[src/rtl/ppu_pixel_writer.sv]
// Pixel writer: drains a small pixel FIFO into a 32-row screen buffer at the NES write cadence,
// framing each line with sync pulses and padding or trimming lines to LINE_PIXELS.
module ppu_pixel_writer #(
    parameter int          LINE_PIXELS = 256,
    parameter int          FRAME_LINES = 240,
    parameter int          SYNC_CYCLES = 4,
    parameter logic [5:0]  PAD_COLOR   = 6'h0F,
    parameter int          FIFO_DEPTH  = 4
) (
    input  logic       clk,
    input  logic       rst_n,
    input  logic       nesClock_EN,
    input  logic       frame_start,
    input  logic       pix_valid,
    input  logic [5:0] pix_data,
    input  logic       pix_last,
    output logic       pix_ready,
    output logic       dataWrite,
    output logic       syncroSignal,
    output logic [4:0] memAddrInRow,
    output logic [5:0] dataIn,
    output logic       err_short,
    output logic       err_long,
    output logic       busy
);

    localparam int PW = (FIFO_DEPTH > 1) ? $clog2(FIFO_DEPTH) : 1;
    localparam int CW = $clog2(FIFO_DEPTH + 1);
    localparam logic [7:0]    COL_LAST   = 8'(LINE_PIXELS - 1);
    localparam logic [7:0]    LINE_LAST  = 8'(FRAME_LINES - 1);
    localparam logic [7:0]    SYNC_LAST  = 8'(SYNC_CYCLES - 1);
    localparam logic [PW-1:0] PTR_LAST   = PW'(FIFO_DEPTH - 1);
    localparam logic [CW-1:0] FULL_COUNT = CW'(FIFO_DEPTH);

    typedef enum logic [2:0] {IDLE, FSYNC, ACTIVE, PAD, DRAIN, LDONE, LSYNC} state_t;

    state_t          state, state_next;
    logic [7:0]      col, col_next;
    logic [7:0]      line, line_next;
    logic [7:0]      sync_cnt, sync_cnt_next;
    logic [6:0]      fifo_mem [FIFO_DEPTH];
    logic [PW-1:0]   rd_ptr, wr_ptr;
    logic [CW-1:0]   count;
    logic            full, empty, push, pop, flush;
    logic            write_next, sync_next, short_next, long_next;
    logic [5:0]      wdata_next;
    logic            head_last;
    logic [5:0]      head_data;

    assign full         = (count == FULL_COUNT);
    assign empty        = (count == '0);
    assign pix_ready    = !full;
    assign busy         = (state != IDLE);
    assign memAddrInRow = line[4:0];
    assign {head_last, head_data} = fifo_mem[rd_ptr];
    // Pixels offered while idle, or in the same cycle as a frame restart, are dropped.
    assign push = pix_valid && !full && (state != IDLE) && !frame_start;

    always_ff @(posedge clk) begin
        if (push) begin
            fifo_mem[wr_ptr] <= {pix_last, pix_data};
        end
    end

    always_ff @(posedge clk or negedge rst_n) begin
        if (!rst_n) begin
            rd_ptr <= '0;
            wr_ptr <= '0;
            count  <= '0;
        end else if (flush) begin
            rd_ptr <= '0;
            wr_ptr <= '0;
            count  <= '0;
        end else begin
            if (push) begin
                wr_ptr <= (wr_ptr == PTR_LAST) ? '0 : wr_ptr + 1'b1;
            end
            if (pop) begin
                rd_ptr <= (rd_ptr == PTR_LAST) ? '0 : rd_ptr + 1'b1;
            end
            count <= count + CW'(push) - CW'(pop);
        end
    end

    always_comb begin
        state_next    = state;
        col_next      = col;
        line_next     = line;
        sync_cnt_next = sync_cnt;
        write_next    = 1'b0;
        sync_next     = 1'b0;
        wdata_next    = PAD_COLOR;
        pop           = 1'b0;
        flush         = 1'b0;
        short_next    = 1'b0;
        long_next     = 1'b0;
        // A frame restart wins over everything, including the one-cycle LDONE bookkeeping.
        if (frame_start) begin
            flush         = 1'b1;
            col_next      = '0;
            line_next     = '0;
            sync_cnt_next = '0;
            state_next    = FSYNC;
        end else begin
            case (state)
                IDLE: begin
                end
                FSYNC: begin
                    if (nesClock_EN) begin
                        sync_next = 1'b1;
                        if (sync_cnt == SYNC_LAST) begin
                            sync_cnt_next = '0;
                            state_next    = ACTIVE;
                        end else begin
                            sync_cnt_next = sync_cnt + 8'd1;
                        end
                    end
                end
                ACTIVE: begin
                    if (nesClock_EN && !empty) begin
                        pop        = 1'b1;
                        write_next = 1'b1;
                        wdata_next = head_data;
                        if (col == COL_LAST) begin
                            state_next = head_last ? LDONE : DRAIN;
                            long_next  = !head_last;
                        end else begin
                            col_next = col + 8'd1;
                            if (head_last) begin
                                state_next = PAD;
                                short_next = 1'b1;
                            end
                        end
                    end
                end
                PAD: begin
                    if (nesClock_EN) begin
                        write_next = 1'b1;
                        if (col == COL_LAST) begin
                            state_next = LDONE;
                        end else begin
                            col_next = col + 8'd1;
                        end
                    end
                end
                DRAIN: begin
                    if (nesClock_EN && !empty) begin
                        pop = 1'b1;
                        if (head_last) begin
                            state_next = LDONE;
                        end
                    end
                end
                LDONE: begin
                    col_next = '0;
                    if (line == LINE_LAST) begin
                        state_next = IDLE;
                        flush      = 1'b1;
                    end else begin
                        line_next  = line + 8'd1;
                        state_next = LSYNC;
                    end
                end
                LSYNC: begin
                    if (nesClock_EN) begin
                        sync_next  = 1'b1;
                        state_next = ACTIVE;
                    end
                end
                default: state_next = IDLE;
            endcase
        end
    end

    always_ff @(posedge clk or negedge rst_n) begin
        if (!rst_n) begin
            state        <= IDLE;
            col          <= '0;
            line         <= '0;
            sync_cnt     <= '0;
            dataWrite    <= 1'b0;
            syncroSignal <= 1'b0;
            dataIn       <= '0;
            err_short    <= 1'b0;
            err_long     <= 1'b0;
        end else begin
            state        <= state_next;
            col          <= col_next;
            line         <= line_next;
            sync_cnt     <= sync_cnt_next;
            dataWrite    <= write_next;
            syncroSignal <= sync_next;
            if (write_next) begin
                dataIn <= wdata_next;
            end
            if (short_next) begin
                err_short <= 1'b1;
            end
            if (long_next) begin
                err_long <= 1'b1;
            end
        end
    end

endmodule

[config.mk]
export PLATFORM = sky130hd
export DESIGN_NAME = ppu_pixel_writer
export DESIGN_NICKNAME = d
export VERILOG_FILES = /design/src/rtl/ppu_pixel_writer.sv
export SDC_FILE = /design/constraint.sdc
export NUM_CORES = 1
export LEC_CHECK = 0
export CAP_MARGIN = 30
export CORE_MARGIN = 3
export CORE_UTILIZATION = 30
export CTS_CLUSTER_DIAMETER = 50
export DETAILED_ROUTE_END_ITERATION = 12
export PLACE_DENSITY = 0.53
export SYNTH_ARGS = -nofsm -noshare
export SYNTH_HDL_FRONTEND = slang
export SYNTH_SLANG_ARGS = --single-unit
[constraint.sdc]
create_clock -name clk -period 3.3 [get_ports clk]
set_input_delay 0.66 -clock clk [delete_from_list [all_inputs] [get_ports clk]]
set_output_delay 0.66 -clock clk [all_outputs]
set_load 0.02 [all_outputs]
### After elaboration in Yosys (flattened, before gate mapping)

Memories as Yosys holds them, arrays and structs flattened.
Cells that the tools add are included.

| storage, ports and cells | value |
|---|---|
| bits in writable memories | 28 |
| memories | 1 |
| word-level logic and storage cells | 124 |
| output and inout bits | 17 |
| flip-flop bits (word level) | 44 |
| input port bits | 12 |

Memory list:

| memory | words | bits a word | rd ports | clocked after Yosys merged registers in | write ports | RTL line | text |
|---|---|---|---|---|---|---|---|
| fifo_mem | 4 | 7 | 1 | 0 | 1 | 41 | `logic [6:0] fifo_mem [FIFO_DEPTH];` |

| cells by class | value |
|---|---|
| eq/ne operators | 23 |
| add/sub/neg operators | 7 |
| reductions and logical operators | 23 |
| mux-type cells | 58 |

Operators by type and width:

| operator | number |
|---|---|
| 8-bit 2-to-1 mux | 11 |
| 3-bit 2-to-1 mux | 13 |
| 8-bit by 1-bit adder with 8-bit output, second input constant | 3 |
| 3-bit inequality test, second input constant | 8 |
| 8-bit one-hot mux with 3 select lines | 1 |
| 1-bit 2-to-1 mux | 22 |
| 3-bit one-hot mux with 7 select lines | 1 |
| 6-bit 2-to-1 mux | 3 |
| 8-bit equality test, second input constant | 2 |
| 3-bit equality test, second input constant | 4 |
| 2-bit 2-to-1 mux | 6 |
| 10-bit AND reduction | 1 |
| 2-bit nonzero test | 5 |
| 8-bit by 2-bit equality test with 1-bit output, second input constant | 1 |
| 3-bit by 2-bit equality test with 1-bit output, second input constant | 2 |
| 3-bit logical NOT | 2 |
| 2-bit by 1-bit adder with 2-bit output, second input constant | 2 |
| 2-bit equality test, second input constant | 2 |
| 1-bit logical AND | 4 |
| 1-bit logical NOT | 4 |
| 2-bit inequality test, second input constant | 2 |
| 4-bit inequality test, second input constant | 1 |
| 2-bit AND reduction | 2 |
| 4-bit nonzero test | 1 |
| other kinds (7) | 8 |

### Logic depth before layout (Yosys ltp)

Gate-level depths: netlist of the first run.

| depth | value |
|---|---|
| depth in word-level cells | 8 |
| gate-level depth with buffers | 14 |
| gate-level depth less buffers | 12 |

### Worst setup path after synthesis of the first run

OpenSTA, ideal clock, no wires.

| timing | value |
|---|---|
| kind | input -> register |
| start | input frame_start |
| end | register count[2] |
| slack | 686 ps |
| cell stages on the path | 13 |
| buffers on the path | 1 |
| data required time | 3177 ps |
| arrival | 2490 ps |
| library setup time | 123 ps |
| cell sequence | buf_2 -> nand2b_1 -> nor3_1 -> o21ai_1 -> inv_1 -> ha_1 -> inv_1 -> ha_1 -> inv_1 -> fa_1 -> xor2_1 -> xnor2_1 -> nor2_1 |

| between the ends | value |
|---|---|
| cells in the longest elaborated chain, start to end | 5 |
| elaborated cells on any way between the ends | 7 |
| those cells by class | add/sub: 2; mux: 3; reduce/logical: 2 |

RTL lines:

| item | RTL line | text |
|---|---|---|
| start, declared | 13 | `input logic frame_start,` |
| 1-bit logical NOT | 57 | `assign push = pix_valid && !full && (state != IDLE) && !frame_start;` |
| 1-bit logical AND | 57 |  |
| 3-bit by 1-bit adder with 3-bit output | 81 | `count <= count + CW'(push) - CW'(pop);` |
| 3-bit by 1-bit subtractor with 3-bit output | 81 |  |
| 3-bit 2-to-1 mux * | 70 | `end else if (flush) begin` |
| end signal, assigned | 81 |  |
| end, declared | 43 | `logic [CW-1:0] count;` |

Mark *: on every way between the ends. The rest lies on a longest branch, timed or not.
A chain may end at the register's enable or synchronous reset.

### Final worst setup path of the first run

Ends and elaborated chain as after synthesis.

==> flow_summary.yaml, run 1 <==
run_status:
  status: "completed"
cells_and_area:
  fill_cells: 1115
  n_antenna_cell: 0
  final_cell_mix: "44 x dfrtp_1, 28 x edfxtp_1, 27 x nor2_1, 27 x clkdlybuf4s50_1, 22 x nand2_1"
  area_delta_synth_final_pct: 20.1
  fin_cells: 477
  drive_gt1_share_pct: 11.1
  fin_nets: 352
  layout_commonest_cell: "dfrtp_1"
  post-route-util_pct: 37.1
  final_area_sq_um: 4260
die:
  die_x_um: 115
  row_count: 39
  core_sq_um: 11500
  start_util_pct: 30.9
  io_pins: 29
  die_area_sq_um: 13200
  die_height_um: 115
critical_path:
  cp_slowest_cell: "clkdlybuf4s50_1"
  path_class: "in2reg"
  worstPathArrival_ps: 3000
  worstPathRequired_ps: 3510
  crit_top_cell: "inv_1"
  crit_chain: "clkdlybuf4s50_1, nand2b_1, nor3_1, o21ai_1, inv_1, ha_1, inv_1, ha_1, inv_1, fa_1, xor2_1, xnor2_1, nor2_1"
  start_kind: "primary input"
  cp-end-kind: "flip-flop"
  worst_path_largest_cell_delay_ps: 510
  crit_fanout: 4
  r2r_slack_ps: 620
sta:
  tightest_slew_ps: 676
  fin_ws_ps: 514
  fin_crit_ps: 2790
  fin_setup_tns_ps: 0
  finalHoldViolations: 0
  finalCritPeriodShare_pct: 84.4
  fmax_mhz: 359
  slew_headroom_pct: 54.5
  clock_skew_ps: 4.59
  rsz0062_at_grt: "false"
  setup_viol: 0
  report.final.slew_viol_count: 0
clock_network:
  clkTransAtPathRegs_ps: 60
  cts_made_buffers: 9
  cts_setup_buffers: 0
  cts_tree: "done"
  hold_buffers: 0
  cts_max_path_buffers: 2
  root_buffer: "clkbuf_16"
  postCtsResizedCells: 0
  htree_levels: 3
  cts_sinks: 72
  clock_latency_ps: 330
route:
  drtPass1Iterations: 6
  num_vias: 2380
  route.detailed.drc: 0
  ant_nets: 0
  first_iter_violations: 128
  wl_per_cell_um: 14.8
  wirelength_um: 7050
  avgViaCountPerCell: 4.99
global_routing:
  grt_overflow: 0
  grt_pass1_wl_um: 11700
  grt_pass1_vias: 2333
  antenna_found_initial: 0
  gr-usage-all-layers_pct: 11.4
  grt_max_degree: 27
synthesis:
  synth_nets: 324
  synth_edf_count: 28
  yosysTopAreaCellShare_pct: 31.1
  yosys_register_bits: 72
  yosysWarnings: 0
  synth_cell_type_count: 56
  synth_largest_area_cell: "dfrtp_1"
  synthFlopType: "dfrtp_1"
  syn-cell-area_sq_um: 3540
  syn_avg_cell_area_sq_um: 11.8
  synth_async_sr_flop_share_pct: 61.1
  synthCells: 301
  ys_top_cells_by_area: "dfrtp_1 31%, edfxtp_1 24%, ha_1 3.5%, mux4_1 3.0%, nor2_1 2.9%"
  ys_seq_area_share_pct: 54.8
place:
  post-place-cells: 461
  gp_congestion: 0.818
  pre_cts_ws_ps: 149
  dpl_cell_area_sq_um: 3960
  dpl.hpwl_um: 5000
  portBuffers: 28
worst_hold_path:
  min_path_type: "in2async"
job:
  cap_violations: 0
power:
  peakVddDrop_mv: 0.400
  p_leak_nw: 1.66
  power_density_nw_per_um2: 623
## metrics by stage
step	power, W	hold WS [ps]
finish	0.00265	318
global route	0.00279	359
CTS	0.00269	331
detailed placement	0.00174	506
global placement	0.00173	493
floorplan	0.00151	364
## layout make-up
class	instances	area [sq um]	area share, %
clock buffer	11	253	5.94
timing repair buffer	34	340	8.00
sequential	72	1940	45.6
clock inverter	5	40.0	0.941
tap	143	179	4.20
inverter	14	52.6	1.23
multi-input combinational	198	1450	34.0
## synthesized netlist by cell type (2+ instances only)
cell / count
a211oi_1: 2
a21o_1: 5
a21oi_1: 17
and2_1: 4
and2b_1: 2
and3_1: 2
and3b_1: 2
buf_2: 4
buf_4: 6
clkbuf_1: 5
dfrtp_1: 44
edfxtp_1: 28
ha_1: 10
inv_1: 14
mux2i_1: 4
mux4_1: 4
mux4_2: 3
nand2_1: 22
nand2b_1: 4
nand3_1: 8
nand4_1: 7
nor2_1: 27
nor3_1: 9
nor4_1: 4
o21ai_0: 10
o22a_1: 4
o311ai_1: 2
o31ai_1: 2
o41ai_2: 2
or2_2: 2
or3_1: 7
or4_1: 2
xnor2_1: 5
xor2_1: 6
## final timing paths
| kind | to | startpoint | depth (start not counted) |
|---|---|---|---|
| worst max-delay path | count[2] | frame_start | 13 |
| worst min-delay path | sync_cnt[4] | rst_n | 1 |
| worst max register to register | count[2] | count[1] | 12 |
| worst min register to register | err_long | err_long | 1 |
| max in group asynchronous | dataIn[5] | rst_n | 2 |
| min in group clk | err_long | err_long | 1 |
## metal layers
layer / part of all wire, % / wire (um) / global-route usage [%] / vias up
li1: - / - / - / 1166
met1: 47 / 3300 / 14.4 / 1181
met2: 48 / 3410 / 18.2 / 27
met3: 3.7 / 260 / 3.81 / 6
met4: 1.1 / 75 / 3.80 / 0
met5: 0 / 0 / 0 / -
## state kept, by name (all words and copies together) (netlist names)
name          cells
dataWrite         1
wr_ptr            2
col               8
state             3
line              8
syncroSignal      1
fifo_mem         28
count             3
rd_ptr            2
err_long          1
dataIn            6
err_short         1
sync_cnt          8
## where the power goes
group	switching [W]	total (W)	leakage [nW]	internal (W)
clock	0.000379	0.000932	0.134	0.000553
sequential	0.0000942	0.00112	0.843	0.00103
combinational	0.000321	0.000600	0.685	0.000279
## critical path, delay by kind of cell
kind	cells	cell delay [ps]
adders and majority gates	3	790
buffers and inverters	4	700
and+or+nand+nor	3	330
xor gates and xnor gates	2	310
AOI/OAI and AO/OA	1	200
## logic make-up (layout without fill, tap and decap cells)
kind of cell             count (synthesis)  in the layout  synth area share, %
AND/OR/NAND/NOR                        108            108                 16.2
flip-flops                              72             72                 54.8
AO/OA/AOI/OAI                           57             57                 11.8
buffers and inverters                   31             64                 4.31
adder cells (fa/ha/maj)                 11             11                 4.10
XOR/XNOR                                11             11                 2.72
multiplexers                            11             11                 6.00
Note: power is estimated with default switching activity, not from simulation.
==> run 2, diff against run 1 <==
- PLACE_DENSITY: 0.53 -> 0.54
- clock period: 3.3 -> 2.4 ns (I/O delays scaled with it)
==> run 2 against run 1 <==
  * Cell count increased by 4.8%
  * First-iteration DRC count decreased by 10%
  * Critical endpoint unchanged
  * Clock skew increased by 1.7 ps
  * Global-route usage increased by 0.94 points
==> flow_summary.yaml, run 2 (synthesis results as in run 1) <==
run_status:
  status: "completed"
route:
  drtPass1Iterations: 4
  num_vias: 2409
  wirelength_um: 7320
  wl_per_cell_um: 14.6
  avgViaCountPerCell: 4.82
  route.detailed.drc: 0
  ant_nets: 0
  first_iter_violations: 115
cells_and_area:
  drive_gt1_share_pct: 20.7
  fin_nets: 375
  n_antenna_cell: 0
  area_delta_synth_final_pct: 28.0
  layout_commonest_cell: "dfrtp_1"
  regMostFlops: "fifo_mem"
  largest_reg_flops: 28
  final_cell_mix: "39 x dfrtp_1, 28 x edfxtp_1, 26 x nor2_1, 26 x buf_4, 25 x clkdlybuf4s50_1"
global_routing:
  grt_pass1_vias: 2470
  grt_overflow: 0
  gr-usage-all-layers_pct: 12.3
  grt_max_degree: 26
  antenna_found_initial: 0
  grt_pass1_wl_um: 12500
critical_path:
  critPathCapture: "count[2]"
  crit_fanout: 7
  rr_endpoint: "count[2]"
  start_kind: "flip-flop"
  timing.rr.start: "state[1]"
  crit_top_cell: "inv_1"
  crit_chain: "and2b_2, o21ai_2, inv_1, ha_1, inv_1, ha_1, inv_1, fa_2, xor2_1, xnor2_1, nor2_1"
  cp-end-kind: "flip-flop"
  critPathLaunch: "state[1]"
  worstPathRequired_ps: 2620
  r2r_cells: 11
  cp_slowest_cell: "dfrtp_2"
  worst_path_largest_cell_delay_ps: 470
  path_class: "reg2reg"
  worstPathArrival_ps: 2410
  r2r_slack_ps: 210
clock_network:
  cts_tree: "done"
  cts_sinks: 72
  htree_levels: 3
  cts_made_buffers: 9
  clock_latency_ps: 340
  clkTransAtPathRegs_ps: 70
  root_buffer: "clkbuf_16"
  cts_max_path_buffers: 2
power:
  peakVddDrop_mv: 0.435
  p_leak_nw: 1.83
  power_w: 0.00398
  power_density_nw_per_um2: 877
die:
  die_height_um: 115
  io_pins: 29
  row_count: 39
  core_sq_um: 11500
  die_x_um: 115
  start_util_pct: 30.9
  die_area_sq_um: 13200
sta:
  fin_ws_ps: 208
  finalCritPeriodShare_pct: 91.3
  slew_headroom_pct: 54.9
  rsz0062_at_grt: "false"
  hold_ws_ps: 112
  tightest_slew_ps: 669
  clock_skew_ps: 6.32
  fin_crit_ps: 2190
  setup_viol: 0
  report.final.slew_viol_count: 0
  finalHoldViolations: 0
  fmax_mhz: 456
job:
  cap_violations: 0
place:
  gp_congestion: 0.869
  dpl.hpwl_um: 5220
  pre_cts_ws_ps: -373
  portBuffers: 28
worst_hold_path:
  min_path_type: "in2async"
## run 2: cell type report
cell class / count / area, sq um
repair buffers: 57 / 532
clock buffers: 9 / 225
inverters: 14 / 52.6
well taps: 143 / 179
clock inverters: 7 / 109
flip-flops and latches: 72 / 1950
multi-input cells: 198 / 1490
fillers: 1087 / 6930
## run 2: power by group
group	total (W)	switching, W	leakage (nW)	internal [W]
combinational	0.000938	0.000481	0.827	0.000457
sequential	0.00154	0.000122	0.837	0.00142
clock	0.00150	0.000567	0.164	0.000934
## run 2: worst max-delay path, delay by kind of cell (launching register included)
family	cells	cell delay (ps)
DFF	1	470
adders and majority gates	3	740
AOI/OAI and AO/OA	1	130
buffers and inverters	3	160
xor gates and xnor gates	2	300
and+or+nand+nor	2	290
## run 2: repair_timing
item / in CTS / in global routing
resized for setup: 2 / 10
endpoints found under the setup margin: 1 / 1
hold buffers: 0 / 0
hold endpoints to repair: 0 / 0
pin swaps: 0 / 5
buffers inserted: 0 / 4
## run 2: metrics by stage
stage | util, % | cells | area, sq um | setup TNS [ps]
after global routing | 39.6 | 500 | 4540 | 0
after global placement | 36.1 | 480 | 4140 | -636
after CTS | 39.1 | 496 | 4480 | 0
after detailed placement | 36.1 | 480 | 4140 | -776
after floorplan | - | 301 | 3560 | 0
final | 39.6 | 500 | 4540 | 0
## run 2: per-layer routing
metal | GRT usage [%] | routed length, um | up-vias | share of wire, %
met5 | 0 | 0 | - | 0
met4 | 4.43 | 56 | 0 | 0.76
met3 | 4.18 | 218 | 4 | 3.0
met2 | 18.8 | 3540 | 35 | 48
met1 | 16.3 | 3510 | 1165 | 48
li1 | - | - | 1205 | -
## run 2: worst min-delay path by stage
stage / slack [ps] / end / startpoint / depth (start not counted)
5_1_grt: 140 / col[2] / rst_n / 1
4_1_cts: 120 / col[7] / rst_n / 1
3_3_place_gp: 490 / col[4] / rst_n / 1
6_report: 110 / col[7] / rst_n / 1
3_5_place_dp: 490 / col[4] / rst_n / 1
2_1_floorplan: 180 / col[0] / rst_n / 0
==> run 3, diff against run 2 <==
- CORE_MARGIN: 3 -> not set
==> run 3 against run 2 <==
  * Clock skew rose by 2.6 ps
  * Via count rose by 1.5%
  * Die area fell by 6.9%
  * Worst hold slack improved by 110 ps
  * Clock power fell by 7%
  * Core utilization fell by 0.45 points
  * Wire length fell by 2.1%
  * Combinational power fell by 1%
  * Non-clock buffer count did not move
  * Final area fell by 1.1%
  * Critical path type unchanged
  * Critical endpoint unchanged
  * Largest cell class unchanged
==> flow_summary.yaml, run 3 (synthesis results as in run 1) <==
power:
  p_leak_nw: 1.81
  peakVddDrop_mv: 0.455
  power_w: 0.00385
  power_density_nw_per_um2: 858
route:
  avgViaCountPerCell: 4.89
  num_vias: 2444
  wirelength_um: 7170
  route.detailed.drc: 0
  first_iter_violations: 86
  wl_per_cell_um: 14.3
  ant_nets: 0
  drtPass1Iterations: 4
place:
  gp_congestion: 0.764
  dpl.hpwl_um: 5130
  portBuffers: 28
  dpl_cell_area_sq_um: 4120
cells_and_area:
  fin_nets: 375
  final_area_sq_um: 4480
  layout_commonest_cell: "dfrtp_1"
  multi_input_area_sq_um: 1500
  drive_gt1_share_pct: 19.9
  final_cell_mix: "41 x dfrtp_1, 28 x edfxtp_1, 28 x buf_4"
  fill_cells: 1084
  regMostFlops: "fifo_mem"
  n_antenna_cell: 0
  area_delta_synth_final_pct: 26.6
  largest_reg_flops: 28
  post-route-util_pct: 39.1
  seq_area_sq_um: 1950
die:
  die_x_um: 111
  core_sq_um: 11500
  start_util_pct: 30.9
  io_pins: 29
  row_count: 39
  die_height_um: 111
  die_area_sq_um: 12300
clock_network:
  cts_tree: "done"
  root_buffer: "clkbuf_16"
  htree_levels: 3
  cts_max_path_buffers: 2
  hold_buffers: 0
  clkTransAtPathRegs_ps: 60
  clock_latency_ps: 340
  cts_made_buffers: 9
  cts_sinks: 72
sta:
  finalHoldViolations: 0
  fmax_mhz: 445
  setup_viol: 0
  clock_skew_ps: 8.97
  rsz0062_at_grt: "false"
  fin_crit_ps: 2250
  fin_setup_tns_ps: 0
  slew_headroom_pct: 47.0
  finalCritPeriodShare_pct: 93.6
  tightest_slew_ps: 795
  report.final.slew_viol_count: 0
critical_path:
  worstPathRequired_ps: 2620
  worstPathArrival_ps: 2460
  crit_fanout: 5
  start_kind: "flip-flop"
  cp-end-kind: "flip-flop"
  path_class: "reg2reg"
run_status:
  status: "completed"
job:
  cap_violations: 0
global_routing:
  grt_pass1_vias: 2461
  grt_pass1_wl_um: 12100
  antenna_found_initial: 0
  gr-usage-all-layers_pct: 12.6
  grt_overflow: 0
  grt_max_degree: 36
worst_hold_path:
  min_path_type: "in2async"
==> run 3: cell types whose count changed in the layout (fill, tap and decap cells not counted), moves of 2 or more <==
cell     previous run  this run
buf_12              3         1
dfrtp_2             5         3
inv_6               2         4
dfrtp_1            39        41
buf_4              26        28
==> run 3: cell type report <==
class,instances,area share (%)
Tap cell,143,3.99
Timing Repair Buffer,57,11.2
Multi-Input combinational cell,198,33.3
Clock buffer,9,5.02
Clock inverter,7,1.87
Inverter,14,1.17
Sequential cell,72,43.4
==> run 3: stage by stage <==
step                cells  setup WS [ps]  hold slack, ps
CTS                   497           31.5             261
finish                500            154             226
global route          500           16.4             284
floorplan             301           16.3             184
global placement      481           -349             494
detailed placement    481           -401             505
==> run 3: what timing repair did <==
item | in CTS | in global routing
buffers inserted | 0 | 3
pin swaps | 0 | 3
resized for setup | 2 | 8
setup endpoints to repair | 1 | 1
==> run 3: worst max-delay path, cell delays in order (launching register included) <==
cell and delay, ps:
dfrtp_2 450, nor3_4 250, nor3_4 70, o21ai_2 70
inv_1 60, ha_1 280, inv_1 50, ha_1 130
inv_1 50, fa_2 330, xor2_1 160, xnor2_1 170
nor2_1 50
==> run 3: where the power goes <==
part,total (W),internal (W),switching [W]
Combinational,0.000926,0.000444,0.000482
Clock,0.00139,0.000826,0.000564
Sequential,0.00153,0.00141,0.000117
==> run 3: worst paths after layout <==
| check | start | slack [ps] | cells after the start | end |
|---|---|---|---|---|
| worst min register to register | err_long | 500 | 1 | err_long |
| worst max-delay path | count[0] | 150 | 12 | count[2] |
| max in group asynchronous | rst_n | 1560 | 2 | col[0] |
| min in group clk | err_long | 500 | 1 | err_long |
| worst min-delay path | rst_n | 230 | 1 | sync_cnt[4] |
| worst max register to register | count[0] | 150 | 12 | count[2] |
==> run 3: routing by layer <==
metal / vias to the layer above / track usage [%] / share of wire (%)
met2: 33 / 20.6 / 49
met5: - / 0 / 0
met4: 0 / 5.51 / 1.9
met1: 1189 / 15.6 / 46
li1: 1208 / - / -
met3: 14 / 3.66 / 2.7
